[src/rtl/riscv_pkg.sv]
// Shared RV32I definitions: opcode constants, ALU intent and write-back source encodings.
// Imported by the decode, ALU-control and datapath blocks.
package riscv_pkg;

    localparam logic [6:0] OP_RTYPE  = 7'b0110011;
    localparam logic [6:0] OP_ITYPE  = 7'b0010011;
    localparam logic [6:0] OP_LOAD   = 7'b0000011;
    localparam logic [6:0] OP_STORE  = 7'b0100011;
    localparam logic [6:0] OP_BRANCH = 7'b1100011;
    localparam logic [6:0] OP_JAL    = 7'b1101111;
    localparam logic [6:0] OP_JALR   = 7'b1100111;
    localparam logic [6:0] OP_LUI    = 7'b0110111;

    typedef enum logic [1:0] {
        ADD = 2'b00,
        SUB = 2'b01,
        RTY = 2'b10,
        ITY = 2'b11
    } alu_intent_t;

    // 2'b11 is reserved and never produced by the decoder.
    typedef enum logic [1:0] {
        ALU = 2'b00,
        PC4 = 2'b01,
        MEM = 2'b10
    } rd_src_t;

    typedef struct packed {
        logic        is_branch;
        logic        is_jal;
        logic        is_jalr;
        logic        mem_write_en;
        logic        mem_read_en;
        logic        reg_write_en;
        rd_src_t     rd_src;
        alu_intent_t alu_intent;
        logic        alu_src;
    } ctrl_t;

    localparam ctrl_t CTRL_NONE = '{
        is_branch:    1'b0,
        is_jal:       1'b0,
        is_jalr:      1'b0,
        mem_write_en: 1'b0,
        mem_read_en:  1'b0,
        reg_write_en: 1'b0,
        rd_src:       ALU,
        alu_intent:   ADD,
        alu_src:      1'b0
    };

endpackage

[src/rtl/control_unit.sv]
// ID-stage main decoder: opcode -> datapath control bundle, plus a sticky illegal-opcode monitor.
// Monitor present only when CONTROL_UNIT_ILLEGAL_MON_EN is defined.
module control_unit
    import riscv_pkg::*;
(
    input  logic       clk_i,
    input  logic       rst_i,
    input  logic [6:0] opcode_i,
    input  logic       valid_i,
    output logic       is_branch,
    output logic       is_jal,
    output logic       is_jalr,
    output logic       mem_write_en,
    output logic       mem_read_en,
    output logic       reg_write_en,
    output logic [1:0] rd_src_optn,
    output logic [1:0] alu_intent,
    output logic       alu_src_optn,
    output logic       illegal_o,
    output logic       illegal_seen_o
);

    ctrl_t ctrl;
    logic  illegal_dec;

    // X/Z opcodes match no item and fall into the illegal default.
    always_comb begin
        ctrl        = CTRL_NONE;
        illegal_dec = 1'b0;
        case (opcode_i)
            OP_RTYPE: begin
                ctrl.reg_write_en = 1'b1;
                ctrl.alu_intent   = RTY;
            end
            OP_ITYPE: begin
                ctrl.reg_write_en = 1'b1;
                ctrl.alu_intent   = ITY;
                ctrl.alu_src      = 1'b1;
            end
            OP_LOAD: begin
                ctrl.mem_read_en  = 1'b1;
                ctrl.reg_write_en = 1'b1;
                ctrl.rd_src       = MEM;
                ctrl.alu_src      = 1'b1;
            end
            OP_STORE: begin
                ctrl.mem_write_en = 1'b1;
                ctrl.alu_src      = 1'b1;
            end
            OP_BRANCH: begin
                ctrl.is_branch  = 1'b1;
                ctrl.alu_intent = SUB;
            end
            OP_JAL: begin
                ctrl.is_jal       = 1'b1;
                ctrl.reg_write_en = 1'b1;
                ctrl.rd_src       = PC4;
            end
            OP_JALR: begin
                ctrl.is_jalr      = 1'b1;
                ctrl.reg_write_en = 1'b1;
                ctrl.rd_src       = PC4;
                ctrl.alu_src      = 1'b1;
            end
            // Operand A is zeroed in the datapath, so ADD yields the immediate.
            OP_LUI: begin
                ctrl.reg_write_en = 1'b1;
                ctrl.alu_src      = 1'b1;
            end
            default: begin
                ctrl        = CTRL_NONE;
                illegal_dec = 1'b1;
            end
        endcase
    end

    assign is_branch    = ctrl.is_branch;
    assign is_jal       = ctrl.is_jal;
    assign is_jalr      = ctrl.is_jalr;
    assign mem_write_en = ctrl.mem_write_en;
    assign mem_read_en  = ctrl.mem_read_en;
    assign reg_write_en = ctrl.reg_write_en;
    assign rd_src_optn  = ctrl.rd_src;
    assign alu_intent   = ctrl.alu_intent;
    assign alu_src_optn = ctrl.alu_src;

`ifdef CONTROL_UNIT_ILLEGAL_MON_EN
    logic illegal_seen_q;
    logic illegal_seen_d;

    always_comb begin
        illegal_seen_d = illegal_seen_q | (valid_i & illegal_dec);
    end

    always_ff @(posedge clk_i or posedge rst_i) begin
        if (rst_i) begin
            illegal_seen_q <= 1'b0;
        end else begin
            illegal_seen_q <= illegal_seen_d;
        end
    end

    assign illegal_o      = illegal_dec;
    assign illegal_seen_o = illegal_seen_q;
`else
    logic unused_mon_sigs;
    assign unused_mon_sigs = ^{clk_i, rst_i, valid_i, illegal_dec};

    assign illegal_o      = 1'b0;
    assign illegal_seen_o = 1'b0;
`endif

endmodule

[config.mk]
export PLATFORM = sky130hd
export DESIGN_NAME = control_unit
export DESIGN_NICKNAME = d
export VERILOG_FILES = /design/src/rtl/riscv_pkg.sv /design/src/rtl/control_unit.sv
export SDC_FILE = /design/constraint.sdc
export NUM_CORES = 1
export LEC_CHECK = 0
export CAP_MARGIN = 20
export CORE_AREA = 2 2 39 41
export DETAILED_ROUTE_END_ITERATION = 7
export DIE_AREA = 0 0 41 43
export SLEW_MARGIN = 20
export SYNTH_ARGS = -nofsm -noshare
export SYNTH_HDL_FRONTEND = slang
export SYNTH_SLANG_ARGS = --single-unit
[constraint.sdc]
create_clock -name vclk -period 0.97
set_clock_uncertainty 0.2 [all_clocks]
set_input_delay 0.097 -clock vclk [all_inputs]
set_output_delay 0.097 -clock vclk [all_outputs]
set_load 0.01 [all_outputs]
[Word level (Yosys, flattened, before mapping)]
Cells that the tools add are included.
Storage, ports and cells
  flip-flop bits (word level): 0
  memory bits (read-only): 0
  input bits: 10
  word-level logic and storage cells: 20
  memories kept: 0
  output and inout bits: 13
  bits in latches: 0
  bits in writable memories: 0
Operators by class
  magnitude comparators: 0
  reduce and logical (&&, ||, !) cells: 3
  multipliers: 0
  bitwise operators: 0
  mux-type cells: 9
  divide/modulo/power cells: 0
  equality and inequality tests: 8
  shift-type cells: 0
  $add $sub $neg: 0
Operator list (count)
  7-bit by 6-bit == test with 1-bit output (second input constant): 3
  7-bit == test (second input constant): 3
  7-bit by 2-bit == test with 1-bit output (second input constant): 1
  7-bit by 5-bit == test with 1-bit output (second input constant): 1
  1-bit two-way mux: 7
  2-bit case mux with 3 select lines: 1
  6-bit OR reduction: 1
  5-bit OR reduction: 1
  2-bit case mux with 2 select lines: 1
  2-bit OR reduction: 1

[Depth between registers and ports, before layout]
  depth after elaboration: 3
  mapped depth: 4
  mapped depth without buffers: 3

[Least setup slack after synthesis]
OpenSTA, ideal clock, no wires.
  kind: in2out
  start: in opcode_i[4]
  end: out is_jal
  stages on the path: 4
  path buffers: 1
  required time: 673 ps
  setup slack: -211 ps
  data arrival time: 884 ps
  cells stage by stage: buf_2 > nand4b_1 > nor2_1 > and2_1
Between the ends
  word-level cells in the longest chain between the ends: 2
Ends and longest elaborated chain
  start, declared: RTL line control_unit.sv:8  | input logic [6:0] opcode_i,
  7-bit == test
  1-bit two-way mux: RTL line control_unit.sv:30  | case (opcode_i)
  end, declared: RTL line control_unit.sv:11  | output logic is_jal,
No other way between the ends.

[Final worst setup path]
  start: in opcode_i[0]
  end: out mem_write_en
Between the ends
  word-level cells in the longest chain between the ends: 2
Ends and longest elaborated chain
  7-bit by 6-bit == test with 1-bit output
  1-bit two-way mux: RTL line control_unit.sv:30
  end, declared: RTL line control_unit.sv:13  | output logic mem_write_en,
No other way between the ends.

==> flow_summary_export.csv <==
group,metric,value,unit
sta,final_hold_viol_count,0,
setup_path,crit_path_cell_trace,"buf_6 -> nand2_4 -> or3_4 -> nor4b_4 -> buf_2",
setup_path,required,0.67,ns
layout,clkbuf_count,0,
setup_path,criticalPathCategory,"primary input to primary output",
sta,fmax,0.756,GHz
floorplan,row_count,14,
layout,seq_cell_count,0,
yosys,syn_avg_cell_area,7.18,µm²
hold_path,min_path_type,"primary input to primary output",
drt,ant_nets,0,
setup_path,cpPeakStageDelay,0.44,ns
setup_path,start_kind,"primary input",
drt,drt_iter0_markers,0,
power,power_density,310,nW/µm²
placement,finalWeightedCongestion,0.670,
floorplan,die_area,1760,µm²
setup_path,crit_fanout,5,
setup_path,crit_slowest_cell,"or3_4",
layout,ff_latch_area,0,µm²
drt,wl_per_cell,9.58,µm
job,max_cap_viol_count,0,
drt,drc,0,
layout,final_cell_mix,"12 x buf_2, 11 x buf_6, 8 x buf_4",
floorplan,ios,23,
layout,syn2layout_area_growth,120,%
placement,postPlaceCellArea,470,µm²
drt,drt_wl_total,699,µm
placement,hpwl,529,µm
grt,grt_pass1_vias,285,
yosys,synth_area,223,µm²
yosys,synthCells,31,
sta,setup_viol,11,
grt,grt_overflow,0,
power,power.total,152,µW
floorplan,initial_core_util,16.1,%
sta,timing.hold.ws,0.357,ns
sta,timing.final.max_slew_violations,0,
sta,worst_slack,-0.353,ns
layout,layout-drive-gt1-share,77.2,%
grt,grt_pass1_wl,1.09,mm
setup_path,endpoint_kind,"primary output",
yosys,ys_types,21,
drt,viasPerCell,4.15,
placement,place_ws,-1.29,ns
placement,numPortBuffers,18,
drt,dr.pass1.iters,1,
floorplan,core_area,1380,µm²
run_status,outcome,"finished, violations left",
layout,num-fill-cells,162,
floorplan,die_w,41,µm
power,power.leakage,0.229,nW
yosys,ys_seq_area_share,0,%
grt,grt.total_usage,8.19,%
setup_path,worstPathArrival,1.03,ns
layout,antenna_cells,0,
grt,grt_max_degree,8,
setup_path,crit_family,"simple AND/OR/NAND/NOR gates",
yosys,ys_warn_count,0,
sta,finalWorstPathRequiredPeriod,1.32,ns
run_status,failed_checks,"negative setup slack",
layout,design_area,490,µm²
power,vdd_drop_max,0.178,mV
grt,grt_antenna_before_repair,0,
floorplan,die_h,43,µm
layout,final_common_cell,"buf_2",
sta,fin_crit_sh,136,%
drt,vias,303,
setup_path,crit_buf_inv,2,
layout,nNetsFinal,69,
sta,rsz0062_at_grt,"true",
path summary, 6_finish.rpt:
path / start / endpoint / slack [ns] / cells after the start
worst max-delay path: opcode_i[0] / mem_write_en / -0.35 / 5
worst min-delay path: opcode_i[5] / mem_read_en / 0.36 / 4
layout make-up:
type / count / area [µm²] / share of cell area, %
tap: 16 / 20.0 / 4.08
multi-input combinational: 26 / 226 / 46.2
timing repair buffer: 31 / 244 / 49.7
per-layer routing:
metal | part of all wire, % | GRT usage (%)
met3 | 5.4 | 0
met2 | 57 | 17.5
met1 | 38 | 8.23
met4 | 0 | 0
met5 | 0 | 0
stage by stage:
step | utilization (%) | cells | TNS, ns
3_5_place_dp | 34.0 | 68 | -12.19
2_1_floorplan | - | 32 | -1.33
3_3_place_gp | 34.0 | 68 | -12.03
6_report | 35.4 | 73 | -2.74
5_1_grt | 35.4 | 73 | -3.22
4_1_cts | 33.4 | 72 | -2.72
report_power, final:
part,internal (mW),leakage (nW),total (mW),switching [mW]
clock,0,0,0,0
combinational,0.0851,0.229,0.152,0.0667
sequential,0,0,0,0
cell families (layout without fill, tap and decap cells):
logic type | Yosys count | in the layout | synth area share, %
and+or+nand+nor | 19 | 19 | 64.6
buffers and inverters | 6 | 31 | 18.5
AOI/OAI and AO/OA | 4 | 4 | 11.2
other | 1 | 2 | 1.68
xor gates and xnor gates | 1 | 1 | 3.93
Yosys cell counts:
| master | count | area share (%) |
|---|---|---|
| nand2_2 | 1 | 2.8 |
| a21oi_1 | 2 | 4.5 |
| clkbuf_2 | 1 | 2.2 |
| xnor2_1 | 1 | 3.9 |
| buf_4 | 2 | 6.7 |
| buf_2 | 2 | 4.5 |
| nor3b_2 | 1 | 5.6 |
| o21ai_0 | 1 | 2.2 |
| nor3_1 | 1 | 2.2 |
| o32a_1 | 1 | 4.5 |
| nor4_2 | 2 | 11 |
| nand4b_1 | 1 | 3.9 |
| conb_1 | 1 | 1.7 |
| nand3b_1 | 1 | 3.4 |
| nor2_1 | 5 | 8.4 |
| nand2_1 | 2 | 3.4 |
| nor4b_4 | 1 | 11 |
| buf_6 | 1 | 5.1 |
| and2_1 | 2 | 5.6 |
| or3_1 | 1 | 2.8 |
| nor3_2 | 1 | 4.5 |
timing repair:
item	CTS	global route
gates resized for setup	82	5
pin swaps	9	6
setup buffers	4	2
hold buffers	0	0
setup endpoints to repair	11	11
Power figures use the tool's default switching activity.
